--- config.mk ---
export PLATFORM = sky130hd
export DESIGN_NAME = decode_ctrl_mc_flat
export DESIGN_NICKNAME = d
export VERILOG_FILES = /design/src/rtl/decode_ctrl_mc_if.sv /design/src/rtl/decode_ctrl_mc.sv /design/src/flat_wrapper.sv
export SDC_FILE = /design/constraint.sdc
export NUM_CORES = 1
export LEC_CHECK = 0
export CAP_MARGIN = 5
export CORE_MARGIN = 1
export CORE_UTILIZATION = 39
export DETAILED_ROUTE_END_ITERATION = 6
export GPL_TIMING_DRIVEN = 0
export MAX_ROUTING_LAYER = met4
export PLACE_DENSITY_LB_ADDON = 0.12
export SYNTH_ARGS = -nofsm -noshare
export SYNTH_HDL_FRONTEND = slang
export SYNTH_SLANG_ARGS = --single-unit
--- constraint.sdc ---
create_clock -name clk -period 2.9 [get_ports clk]
set_input_delay 0.58 -clock clk [delete_from_list [all_inputs] [get_ports clk]]
set_output_delay 0.58 -clock clk [all_outputs]
set_load 0.1 [all_outputs]
--- src/rtl/decode_ctrl_mc_if.sv ---
// Decode/control bus between the ID stage and the decode_ctrl_mc unit.
//   master : ID stage side, drives opcode, qualifiers and operands, receives controls.
//   slave  : decoder side, receives opcode/operands, drives controls, flags and stall.
interface decode_ctrl_mc_if #(
    parameter int unsigned WORD_LEN    = 32,
    parameter int unsigned OP_CODE_LEN = 6,
    parameter int unsigned EXE_CMD_LEN = 4
);
    logic [OP_CODE_LEN-1:0] opCode;
    logic                   valid;
    logic                   hazard_detected;
    logic                   flush;
    logic [WORD_LEN-1:0]    src1;
    logic [WORD_LEN-1:0]    src2;

    logic [EXE_CMD_LEN-1:0] EXE_CMD;
    logic [1:0]             Branch_command;
    logic                   Is_Imm;
    logic                   ST_or_BNE;
    logic                   WB_EN;
    logic                   MEM_R_EN;
    logic                   MEM_W_EN;
    logic                   branchEn;
    logic                   jumpEnable;
    logic                   Z;
    logic                   N;
    logic                   stall;

    modport master (
        output opCode, valid, hazard_detected, flush, src1, src2,
        input  EXE_CMD, Branch_command, Is_Imm, ST_or_BNE, WB_EN, MEM_R_EN, MEM_W_EN,
        input  branchEn, jumpEnable, Z, N, stall
    );

    modport slave (
        input  opCode, valid, hazard_detected, flush, src1, src2,
        output EXE_CMD, Branch_command, Is_Imm, ST_or_BNE, WB_EN, MEM_R_EN, MEM_W_EN,
        output branchEn, jumpEnable, Z, N, stall
    );
endinterface

--- src/rtl/decode_ctrl_mc.sv ---
// ID-stage decode/control unit with Z/N flag register and multi-cycle MULT sequencing.
//   clk   : rising-edge clock
//   rst_n : asynchronous active-low reset (state IDLE, counter 0, flags 0, outputs 0)
//   bus   : decode_ctrl_mc_if.slave
//           in  opCode, valid, hazard_detected, flush, src1, src2
//           out EXE_CMD, Branch_command, Is_Imm, ST_or_BNE, WB_EN, MEM_R_EN, MEM_W_EN,
//               branchEn, jumpEnable, Z, N (registered), stall
// Decode outputs are combinational from opCode and state; only state, counter and flags
// are registered.
module decode_ctrl_mc #(
    parameter int unsigned WORD_LEN    = 32,
    parameter int unsigned OP_CODE_LEN = 6,
    parameter int unsigned EXE_CMD_LEN = 4,
    parameter int unsigned MULT_CYCLES = 4
) (
    input logic             clk,
    input logic             rst_n,
    decode_ctrl_mc_if.slave bus
);

    // Encodings track defines.v (OP_*, EXE_*, COND_*).
    localparam logic [OP_CODE_LEN-1:0] OpAdd  = OP_CODE_LEN'(1);
    localparam logic [OP_CODE_LEN-1:0] OpSub  = OP_CODE_LEN'(3);
    localparam logic [OP_CODE_LEN-1:0] OpAnd  = OP_CODE_LEN'(5);
    localparam logic [OP_CODE_LEN-1:0] OpSll  = OP_CODE_LEN'(10);
    localparam logic [OP_CODE_LEN-1:0] OpCmp  = OP_CODE_LEN'(13);
    localparam logic [OP_CODE_LEN-1:0] OpMult = OP_CODE_LEN'(14);
    localparam logic [OP_CODE_LEN-1:0] OpAddi = OP_CODE_LEN'(32);
    localparam logic [OP_CODE_LEN-1:0] OpLw   = OP_CODE_LEN'(36);
    localparam logic [OP_CODE_LEN-1:0] OpSw   = OP_CODE_LEN'(37);
    localparam logic [OP_CODE_LEN-1:0] OpBne  = OP_CODE_LEN'(41);
    localparam logic [OP_CODE_LEN-1:0] OpJmp  = OP_CODE_LEN'(42);

    localparam logic [EXE_CMD_LEN-1:0] ExeAdd  = EXE_CMD_LEN'(0);
    localparam logic [EXE_CMD_LEN-1:0] ExeSub  = EXE_CMD_LEN'(2);
    localparam logic [EXE_CMD_LEN-1:0] ExeAnd  = EXE_CMD_LEN'(4);
    localparam logic [EXE_CMD_LEN-1:0] ExeSll  = EXE_CMD_LEN'(8);
    localparam logic [EXE_CMD_LEN-1:0] ExeMult = EXE_CMD_LEN'(11);
    localparam logic [EXE_CMD_LEN-1:0] ExeNop  = EXE_CMD_LEN'(15);

    localparam logic [1:0] CondJump = 2'd1;
    localparam logic [1:0] CondBne  = 2'd3;

    // Keep at least one counter bit so MULT_CYCLES=1 still elaborates.
    localparam int unsigned CntW = (MULT_CYCLES > 1) ? $clog2(MULT_CYCLES) : 1;

    typedef enum logic {StIdle, StBusy} state_e;

    state_e          state_q, state_d;
    logic [CntW-1:0] cnt_q, cnt_d;
    logic            z_q, z_d;
    logic            n_q, n_d;

    logic [EXE_CMD_LEN-1:0] exe_cmd;
    logic [1:0]             br_cmd;
    logic                   is_imm, st_or_bne, wb_en, mem_r_en, mem_w_en;
    logic                   br_en, jmp_en, stall;
    logic                   issue;

    // A real instruction only issues from IDLE with no bubble request.
    assign issue = (state_q == StIdle) && bus.valid && !bus.hazard_detected && !bus.flush;

    always_comb begin
        exe_cmd   = '0;
        br_cmd    = 2'd0;
        is_imm    = 1'b0;
        st_or_bne = 1'b0;
        wb_en     = 1'b0;
        mem_r_en  = 1'b0;
        mem_w_en  = 1'b0;
        br_en     = 1'b0;
        jmp_en    = 1'b0;
        stall     = 1'b0;
        state_d   = state_q;
        cnt_d     = cnt_q;
        z_d       = z_q;
        n_d       = n_q;

        // Outputs are forced low for as long as reset is held, whatever the inputs.
        if (rst_n) begin
            unique case (state_q)
                StIdle: begin
                    if (issue) begin
                        unique case (bus.opCode)
                            OpAdd: begin exe_cmd = ExeAdd; wb_en = 1'b1; end
                            OpSub: begin exe_cmd = ExeSub; wb_en = 1'b1; end
                            OpAnd: begin exe_cmd = ExeAnd; wb_en = 1'b1; end
                            OpSll: begin exe_cmd = ExeSll; wb_en = 1'b1; end
                            OpAddi: begin
                                exe_cmd = ExeAdd;
                                wb_en   = 1'b1;
                                is_imm  = 1'b1;
                            end
                            OpLw: begin
                                exe_cmd   = ExeAdd;
                                wb_en     = 1'b1;
                                is_imm    = 1'b1;
                                st_or_bne = 1'b1;
                                mem_r_en  = 1'b1;
                            end
                            OpSw: begin
                                exe_cmd   = ExeAdd;
                                is_imm    = 1'b1;
                                st_or_bne = 1'b1;
                                mem_w_en  = 1'b1;
                            end
                            OpCmp: begin
                                exe_cmd = ExeNop;
                                z_d     = (bus.src1 == bus.src2);
                                // True signed compare: immune to subtraction overflow.
                                n_d     = ($signed(bus.src1) < $signed(bus.src2));
                            end
                            OpBne: begin
                                exe_cmd = ExeNop;
                                is_imm  = 1'b1;
                                br_cmd  = CondBne;
                                br_en   = ~z_q;
                            end
                            OpJmp: begin
                                exe_cmd = ExeNop;
                                is_imm  = 1'b1;
                                br_cmd  = CondJump;
                                br_en   = 1'b1;
                                jmp_en  = 1'b1;
                            end
                            OpMult: begin
                                exe_cmd = ExeMult;
                                if (MULT_CYCLES == 1) begin
                                    wb_en = 1'b1;
                                end else begin
                                    stall   = 1'b1;
                                    state_d = StBusy;
                                    // Issue cycle counts as the first; BUSY counts down
                                    // the remaining MULT_CYCLES-1 cycles to 0.
                                    cnt_d   = CntW'(MULT_CYCLES - 2);
                                end
                            end
                            default: ;
                        endcase
                    end
                end
                StBusy: begin
                    if (bus.flush) begin
                        state_d = StIdle;
                        cnt_d   = '0;
                    end else begin
                        exe_cmd = ExeMult;
                        wb_en   = (cnt_q == '0);
                        stall   = (cnt_q != '0);
                        if (cnt_q == '0) begin
                            state_d = StIdle;
                        end else begin
                            cnt_d = cnt_q - CntW'(1);
                        end
                    end
                end
                default: ;
            endcase
        end
    end

    always_ff @(posedge clk or negedge rst_n) begin
        if (!rst_n) begin
            state_q <= StIdle;
            cnt_q   <= '0;
            z_q     <= 1'b0;
            n_q     <= 1'b0;
        end else begin
            state_q <= state_d;
            cnt_q   <= cnt_d;
            z_q     <= z_d;
            n_q     <= n_d;
        end
    end

    assign bus.EXE_CMD        = exe_cmd;
    assign bus.Branch_command = br_cmd;
    assign bus.Is_Imm         = is_imm;
    assign bus.ST_or_BNE      = st_or_bne;
    assign bus.WB_EN          = wb_en;
    assign bus.MEM_R_EN       = mem_r_en;
    assign bus.MEM_W_EN       = mem_w_en;
    assign bus.branchEn       = br_en;
    assign bus.jumpEnable     = jmp_en;
    assign bus.Z              = z_q;
    assign bus.N              = n_q;
    assign bus.stall          = stall;

endmodule

--- src/flat_wrapper.sv ---
// flat-port wrapper written by rule: the top's interface ports become plain ports
module decode_ctrl_mc_flat 
#(
    parameter int unsigned WORD_LEN    = 32,
    parameter int unsigned OP_CODE_LEN = 6,
    parameter int unsigned EXE_CMD_LEN = 4,
    parameter int unsigned MULT_CYCLES = 4
)
  (clk, rst_n, bus_opCode, bus_valid, bus_hazard_detected, bus_flush, bus_src1, bus_src2, bus_EXE_CMD, bus_Branch_command, bus_Is_Imm, bus_ST_or_BNE, bus_WB_EN, bus_MEM_R_EN, bus_MEM_W_EN, bus_branchEn, bus_jumpEnable, bus_Z, bus_N, bus_stall);
  decode_ctrl_mc_if #(.WORD_LEN(WORD_LEN), .OP_CODE_LEN(OP_CODE_LEN), .EXE_CMD_LEN(EXE_CMD_LEN)) bus_i ();
  input logic clk;
  input logic rst_n;
  input wire logic [$bits(bus_i.opCode)-1:0] bus_opCode;
  input wire logic [$bits(bus_i.valid)-1:0] bus_valid;
  input wire logic [$bits(bus_i.hazard_detected)-1:0] bus_hazard_detected;
  input wire logic [$bits(bus_i.flush)-1:0] bus_flush;
  input wire logic [$bits(bus_i.src1)-1:0] bus_src1;
  input wire logic [$bits(bus_i.src2)-1:0] bus_src2;
  output wire logic [$bits(bus_i.EXE_CMD)-1:0] bus_EXE_CMD;
  output wire logic [$bits(bus_i.Branch_command)-1:0] bus_Branch_command;
  output wire logic [$bits(bus_i.Is_Imm)-1:0] bus_Is_Imm;
  output wire logic [$bits(bus_i.ST_or_BNE)-1:0] bus_ST_or_BNE;
  output wire logic [$bits(bus_i.WB_EN)-1:0] bus_WB_EN;
  output wire logic [$bits(bus_i.MEM_R_EN)-1:0] bus_MEM_R_EN;
  output wire logic [$bits(bus_i.MEM_W_EN)-1:0] bus_MEM_W_EN;
  output wire logic [$bits(bus_i.branchEn)-1:0] bus_branchEn;
  output wire logic [$bits(bus_i.jumpEnable)-1:0] bus_jumpEnable;
  output wire logic [$bits(bus_i.Z)-1:0] bus_Z;
  output wire logic [$bits(bus_i.N)-1:0] bus_N;
  output wire logic [$bits(bus_i.stall)-1:0] bus_stall;
  assign bus_i.opCode = bus_opCode;
  assign bus_i.valid = bus_valid;
  assign bus_i.hazard_detected = bus_hazard_detected;
  assign bus_i.flush = bus_flush;
  assign bus_i.src1 = bus_src1;
  assign bus_i.src2 = bus_src2;
  assign bus_EXE_CMD = bus_i.EXE_CMD;
  assign bus_Branch_command = bus_i.Branch_command;
  assign bus_Is_Imm = bus_i.Is_Imm;
  assign bus_ST_or_BNE = bus_i.ST_or_BNE;
  assign bus_WB_EN = bus_i.WB_EN;
  assign bus_MEM_R_EN = bus_i.MEM_R_EN;
  assign bus_MEM_W_EN = bus_i.MEM_W_EN;
  assign bus_branchEn = bus_i.branchEn;
  assign bus_jumpEnable = bus_i.jumpEnable;
  assign bus_Z = bus_i.Z;
  assign bus_N = bus_i.N;
  assign bus_stall = bus_i.stall;
  decode_ctrl_mc #(.WORD_LEN(WORD_LEN), .OP_CODE_LEN(OP_CODE_LEN), .EXE_CMD_LEN(EXE_CMD_LEN), .MULT_CYCLES(MULT_CYCLES)) u_core (.clk(clk), .rst_n(rst_n), .bus(bus_i));
endmodule
* Word-level counts from Yosys, hierarchy flattened
Cells that the tools add are included.
** Storage, ports and cells
- Register bits :: 5
- Output and inout port bits :: 16
** Operators by class
- Add/sub/neg operators :: 1
- $lt $le $gt $ge :: 1
- Equal/unequal tests :: 15
- Mux-type cells :: 51
- Bitwise logic cells :: 2
- Reduce and logical (&&, ||, !) cells :: 13
** Operator list (number)
- $mux 1 :: 33
- $eq 32x32->1 :: 1
- $lt 32x32->1 :: 1
- $eq 6x6->1 const B :: 5
- $pmux 4 s5 :: 1
- $eq 6x4->1 const B :: 3
- $mux 2 :: 7
- $mux 4 :: 3
- $pmux 1 s2 :: 4
- $pmux 2 s2 :: 2
- $pmux 4 s2 :: 1
- $reduce_and 4->1 :: 2
- $eq 6x1->1 const B :: 1
- $eq 6x2->1 const B :: 1
- $eq 6x3->1 const B :: 1
- $reduce_or 6->1 :: 1
- $reduce_or 5->1 :: 1
- $logic_and 1x1->1 :: 3
- $ne 3x3->1 const B :: 1
- $reduce_or 3->1 :: 1
- $logic_not 1->1 :: 2
- $logic_not 2->1 :: 1
- $ne 2x1->1 const B :: 1
- $ne 2x2->1 const B :: 1
- other kinds (4) :: 5

* Longest topological paths before layout
- Word-level depth :: 7
- Depth in mapped cells :: 8

* Worst setup path after synthesis
OpenSTA, ideal clock, no wires.
- Kind :: input port to output port
- Start :: input bus_opCode[4]
- End :: output bus_EXE_CMD[1]
- Arrival :: 4423 ps
- Setup slack :: -2103 ps
- Stages on the path :: 4
- Buffers on the path :: 0
- Cell sequence :: or3b_4 -> nor3_2 -> nand2b_1 -> o41ai_1
** Between the ends
- Cells in the longest elaborated chain, start to end :: 6
- Elaborated cells between the ends (all ways) :: 12
- Those cells by class :: eq/ne (7); mux (4); reduce/logical (1)
** Ends and longest elaborated chain
- from (decl) :: RTL line flat_wrapper.sv:13 : input wire logic [$bits(bus_i.opCode)-1:0] bus_opCode;
- $eq 6x4->1 or $eq 6x6->1 (tied branches) :: RTL line decode_ctrl_mc.sv:84 : unique case (bus.opCode)
- $reduce_or 3->1 (no source line)
- $pmux 4 s5 (*) :: RTL line decode_ctrl_mc.sv:84
- $mux 4 (*) :: RTL line decode_ctrl_mc.sv:83 : if (issue) begin
- $pmux 4 s2 (*) :: RTL line decode_ctrl_mc.sv:81 : unique case (state_q)
- $mux 4 (*) :: RTL line decode_ctrl_mc.sv:80 : if (rst_n) begin
- to (decl) :: RTL line flat_wrapper.sv:19 : output wire logic [$bits(bus_i.EXE_CMD)-1:0] bus_EXE_CMD;
Mark *: on every way between the ends. The rest lies on a longest branch, timed or not.

* Worst setup path in the final report
- Start :: input bus_opCode[0]
- End :: output bus_WB_EN
** Between the ends
- Cells in the longest elaborated chain, start to end :: 6
- Elaborated cells between the ends (all ways) :: 11
- Those cells by class :: eq/ne (6); mux (4); reduce/logical (1)
** Ends and longest elaborated chain
- $eq 6x1->1, or another cell as far along :: RTL line decode_ctrl_mc.sv:84
- $reduce_or 6->1 (no source line) (*)
- $mux 1 (*) :: RTL line decode_ctrl_mc.sv:84
- $mux 1 (*) :: RTL line decode_ctrl_mc.sv:83
- $pmux 1 s2 (*) :: RTL line decode_ctrl_mc.sv:81
- $mux 1 (*) :: RTL line decode_ctrl_mc.sv:80
- to (decl) :: RTL line flat_wrapper.sv:23 : output wire logic [$bits(bus_i.WB_EN)-1:0] bus_WB_EN;
Marks and branches as above.

==> results list <==
* Run status: complete, no violations
- The critical path is of the in -> out type.
- Count of warnings emitted by yosys: 0
- Summing over every cut layer, the via total after detailed routing is ~1,600.
* Net count after synthesis: between 200 and 300
- Routed wl met2: roughly 2200 um
- STA classifies the critical path endpoint as an output pin.
- Final setup vio count: 0
* Final count of hold timing violations: 0
* Combined buffer and inverter count along the critical path: 2
* Req. time, crit path: ~2300 ps
* Setup slack of the most critical reg-to-reg path: around 1200 ps
- The most used flip-flop cell after synthesis is sky130_fd_sc_hd__dfrtp_1.
- sky130_fd_sc_hd__ha_1 takes more of the synthesized area than any other cell.
- Depth of the most critical reg-to-reg path: 6
- CTS Buffer Depth: 2
- Across every metal layer, demand over resource in global routing totals roughly 23%.
- Mean instance size in the synthesized netlist: a little over 7 sq um
* Number of I/O port buffers: between 80 and 90
- Horizontal die dimension: approximately 61 um
- Via count normalized by instance count: 4.90
- Maximum level of the CTS H-tree: 1
- Final-stage net count: around 400
- Share of the core filled with cells in the final layout: around 80%
- Critical Path Source Type: input pin
* Average wire per cell in the routed design: approximately 12 um
* Top layer in use: met4
* Hold/Removal Path Class: in -> async
- Total standard cell area after synthesis: approximately 1400 sq um
* Area of the placeable core: 3180 sq um
- Clock transition time at the flip-flop clock pins of the worst setup and hold paths: roughly 50 ps
* CTS tree: done
* Clock buffers created by TritonCTS: 3
* Top-area cell type share of the netlist area: around 31%
* Leakage power figure: approximately 1.3 nW
* TritonCTS Sinks: 5
- The first global-routing pass estimated approximately 6200 um of wire.
- The worst register-to-register path ends at u_core.cnt_q[1].
* Total Routed Length: 3910 um
* Largest fanout on the critical path: 9
* Maximum clock skew at final layout: ~11 ps
- The number of pins exceeding their max-slew limit in the final report is 0.
- Dividing total power by cell area gives a power density of roughly 210 nW/um^2.
* Antenna Diode Count: 0
- Data arrival time at the worst-slack endpoint: around 2300 ps
* Half-perimeter wire length after detailed placement: roughly 3300 um
- Number of DRC markers after the initial detailed-route iteration: 72
- Across the VDD grid, the largest voltage drop is about 120 uV.
- For this run the aggregate overflow at the end of global routing stands at 0.
* Vias in the first global route: around 1,500
* EDFF count, synth: 0
- Number of cells on the critical path: 8
- In the finished design, the share of the clock period the worst path needs comes to 98.8%.
- Cell family contributing the most delay on the critical path: simple AND/OR/NAND/NOR gates
- Routability Congestion: between 0.7 and 0.8
* Number of antenna violations at the first check in global routing: 0
- Once detail routing completed, the nets flagged for antenna violations numbered 0.
- Highest Clock Rate: about 350 MHz
- For this run, asynchronously set or reset flops after synthesis account for between 90% and 100%.
* WHS: about 160 ps
- just over 90 I/O pins were placed.
- Relative max-transition margin: roughly 34%
- For this design, the slowest cell found on the critical path is sky130_fd_sc_hd__or3_2.
- Number of max-cap violations: 0
- Clock network latency to the later pin of the worst-skew pair: roughly 250 ps
- DRC Markers: 0
- Routed metal-1 wire length: around 1600 um
- Synth-to-layout area growth: 87.5%
- Fraction of layout instances using a drive strength above 1: around a fifth
- In this run the critical register-to-register path is launched from u_core.state_q.
- Slew of the pin with the lowest slew margin: between 900 and 1000 ps
* Critical path, cell by cell: clkdlybuf4s15_2 > nor2b_4 > mux2i_1 > o22ai_1 > mux2i_1 > or3_2 > a21oi_4 > buf_12
- Routed wire length on met3: approximately 160 um
* # hold bufs at CTS: 0
* Most used cell along the critical path: sky130_fd_sc_hd__mux2i_1
- The die covers ~3700 sq um.
- Seq/Total Area, Yosys: about 9.3%
- The synthesized design contains 5 register bits.
- Die Span Y: 60.8 um
* Clock period minus final worst setup slack: ~2900 ps
- After technology mapping, the gate count stands at ~190.
- RSZ-0062 raised after global routing: false
* Top cells by area in the synthesized netlist: sky130_fd_sc_hd__ha_1, sky130_fd_sc_hd__inv_1, sky130_fd_sc_hd__dfrtp_1
- The netlist uses 44 different library cells.
* Floorplan row count: 20
* Maximum number of pins on one net before global-route repair: 11
- The pre-antenna-repair detailed-routing pass consisted of 4 iterations.
* Crit path largest cell delay: between 400 and 500 ps
- Effective utilization at floorplan: roughly 42%
- Clock root cell: sky130_fd_sc_hd__clkbuf_4
[final cells by class]
class | instances | area, sq um
repair buffers | 92 | 930
clock buffers | 3 | 22.5
inverters | 40 | 150
clock inverters | 1 | 5.00
multi-input cells | 141 | 1220
well taps | 44 | 55.1
flip-flops and latches | 5 | 125
plain buffers | 3 | 20.0
fillers | 236 | 647
[cells by family after synthesis]
| kind of cell | after synthesis | synth area share [%] |
|---|---|---|
| compound gates | 46 | 21.0 |
| fa+ha+maj | 33 | 30.6 |
| buf+inv | 43 | 12.6 |
| flops | 5 | 9.27 |
| mux | 2 | 1.48 |
| simple gates | 60 | 25.0 |
[cells in the mapped netlist, drive strengths merged (2+ instances only)]
cell type / count
nand3: 5
nor2: 9
dfrtp: 5
or3: 2
a21oi: 20
nor3: 5
clkbuf: 2
nor4: 2
a31oi: 2
nand2b: 5
mux2i: 2
a211oi: 2
inv: 40
a21o: 4
o21ai: 6
nand4: 5
nand2: 16
or2: 2
and2: 2
ha: 33
nor2b: 3
o31ai: 2
[worst max-delay path by stage]
stage | start | end
4_1_cts | bus_opCode[2] | bus_EXE_CMD[2]
3_3_place_gp | rst_n | bus_EXE_CMD[1]
2_1_floorplan | bus_opCode[4] | bus_Branch_command[0]
6_report | bus_opCode[0] | bus_WB_EN
5_1_grt | bus_opCode[0] | bus_WB_EN
3_5_place_dp | rst_n | bus_EXE_CMD[1]
[sequential cells by signal (all words and copies together) (netlist names)]
name	cells
u_core.bus.Z	1
u_core.cnt_q	2
u_core.state_q	1
u_core.bus.N	1
[what timing repair did]
action                                  CTS  global route
endpoints found under the setup margin   14            10
gates cloned                              0             0
buffers inserted                          4             0
gates resized for setup                 113            10
pin swaps                                 6             0
[layout by cell type, fill, tap and decap left out, types with 2 or more instances in the layout]
master,n
sky130_fd_sc_hd__buf_6,4
sky130_fd_sc_hd__clkbuf_4,5
sky130_fd_sc_hd__dfrtp_1,5
sky130_fd_sc_hd__clkdlybuf4s50_1,66
sky130_fd_sc_hd__a211oi_1,2
sky130_fd_sc_hd__nor3_4,3
sky130_fd_sc_hd__nand4_1,4
sky130_fd_sc_hd__ha_1,33
sky130_fd_sc_hd__dlygate4sd2_1,3
sky130_fd_sc_hd__buf_4,6
sky130_fd_sc_hd__nand2_1,15
sky130_fd_sc_hd__nand2b_1,3
sky130_fd_sc_hd__o21ai_0,5
sky130_fd_sc_hd__mux2i_1,2
sky130_fd_sc_hd__buf_12,4
sky130_fd_sc_hd__clkbuf_2,2
sky130_fd_sc_hd__a21oi_1,17
sky130_fd_sc_hd__a21oi_2,2
sky130_fd_sc_hd__a21o_1,3
sky130_fd_sc_hd__buf_2,3
sky130_fd_sc_hd__nor2_1,8
sky130_fd_sc_hd__inv_1,40
sky130_fd_sc_hd__nand3_1,5
[layer usage]
metal / vias to the layer above / GRT usage, %
met2: 43 / 43.5
met3: 5 / 3.62
met5: - / -
li1: 854 / -
met4: 0 / 3.57
met1: 710 / 25.0
[through the flow]
step / setup TNS (ps) / area, sq um / setup slack [ps] / cells / total power (W)
global route: 0 / 2530 / 5.64 / 329 / 0.000581
detailed placement: -16580 / 2400 / -1410 / 321 / 0.000426
CTS: 0 / 2520 / 17.5 / 329 / 0.000526
floorplan: -1400 / 1460 / -328 / 189 / 0.000284
global placement: -16400 / 2400 / -1400 / 321 / 0.000420
finish: 0 / 2530 / 34.8 / 329 / 0.000532
[power breakdown]
group	switching, W	leakage (nW)	internal (W)	total [W]
combinational	0.000174	1.17	0.000180	0.000354
clock	0.0000341	0.0177	0.0000502	0.0000843
sequential	0.00000826	0.0654	0.0000860	0.0000942
total	0.000216	1.26	0.000316	0.000532
[worst reg2reg max path, cell delays in order (launching register included)]
cell                       delay [ps]
sky130_fd_sc_hd__dfrtp_1          380
sky130_fd_sc_hd__clkbuf_1         490
sky130_fd_sc_hd__a32oi_4          120
sky130_fd_sc_hd__buf_4            170
sky130_fd_sc_hd__buf_4            140
sky130_fd_sc_hd__o21ai_0          170
sky130_fd_sc_hd__o21ai_0          110
(Power assumes the default switching activity.)
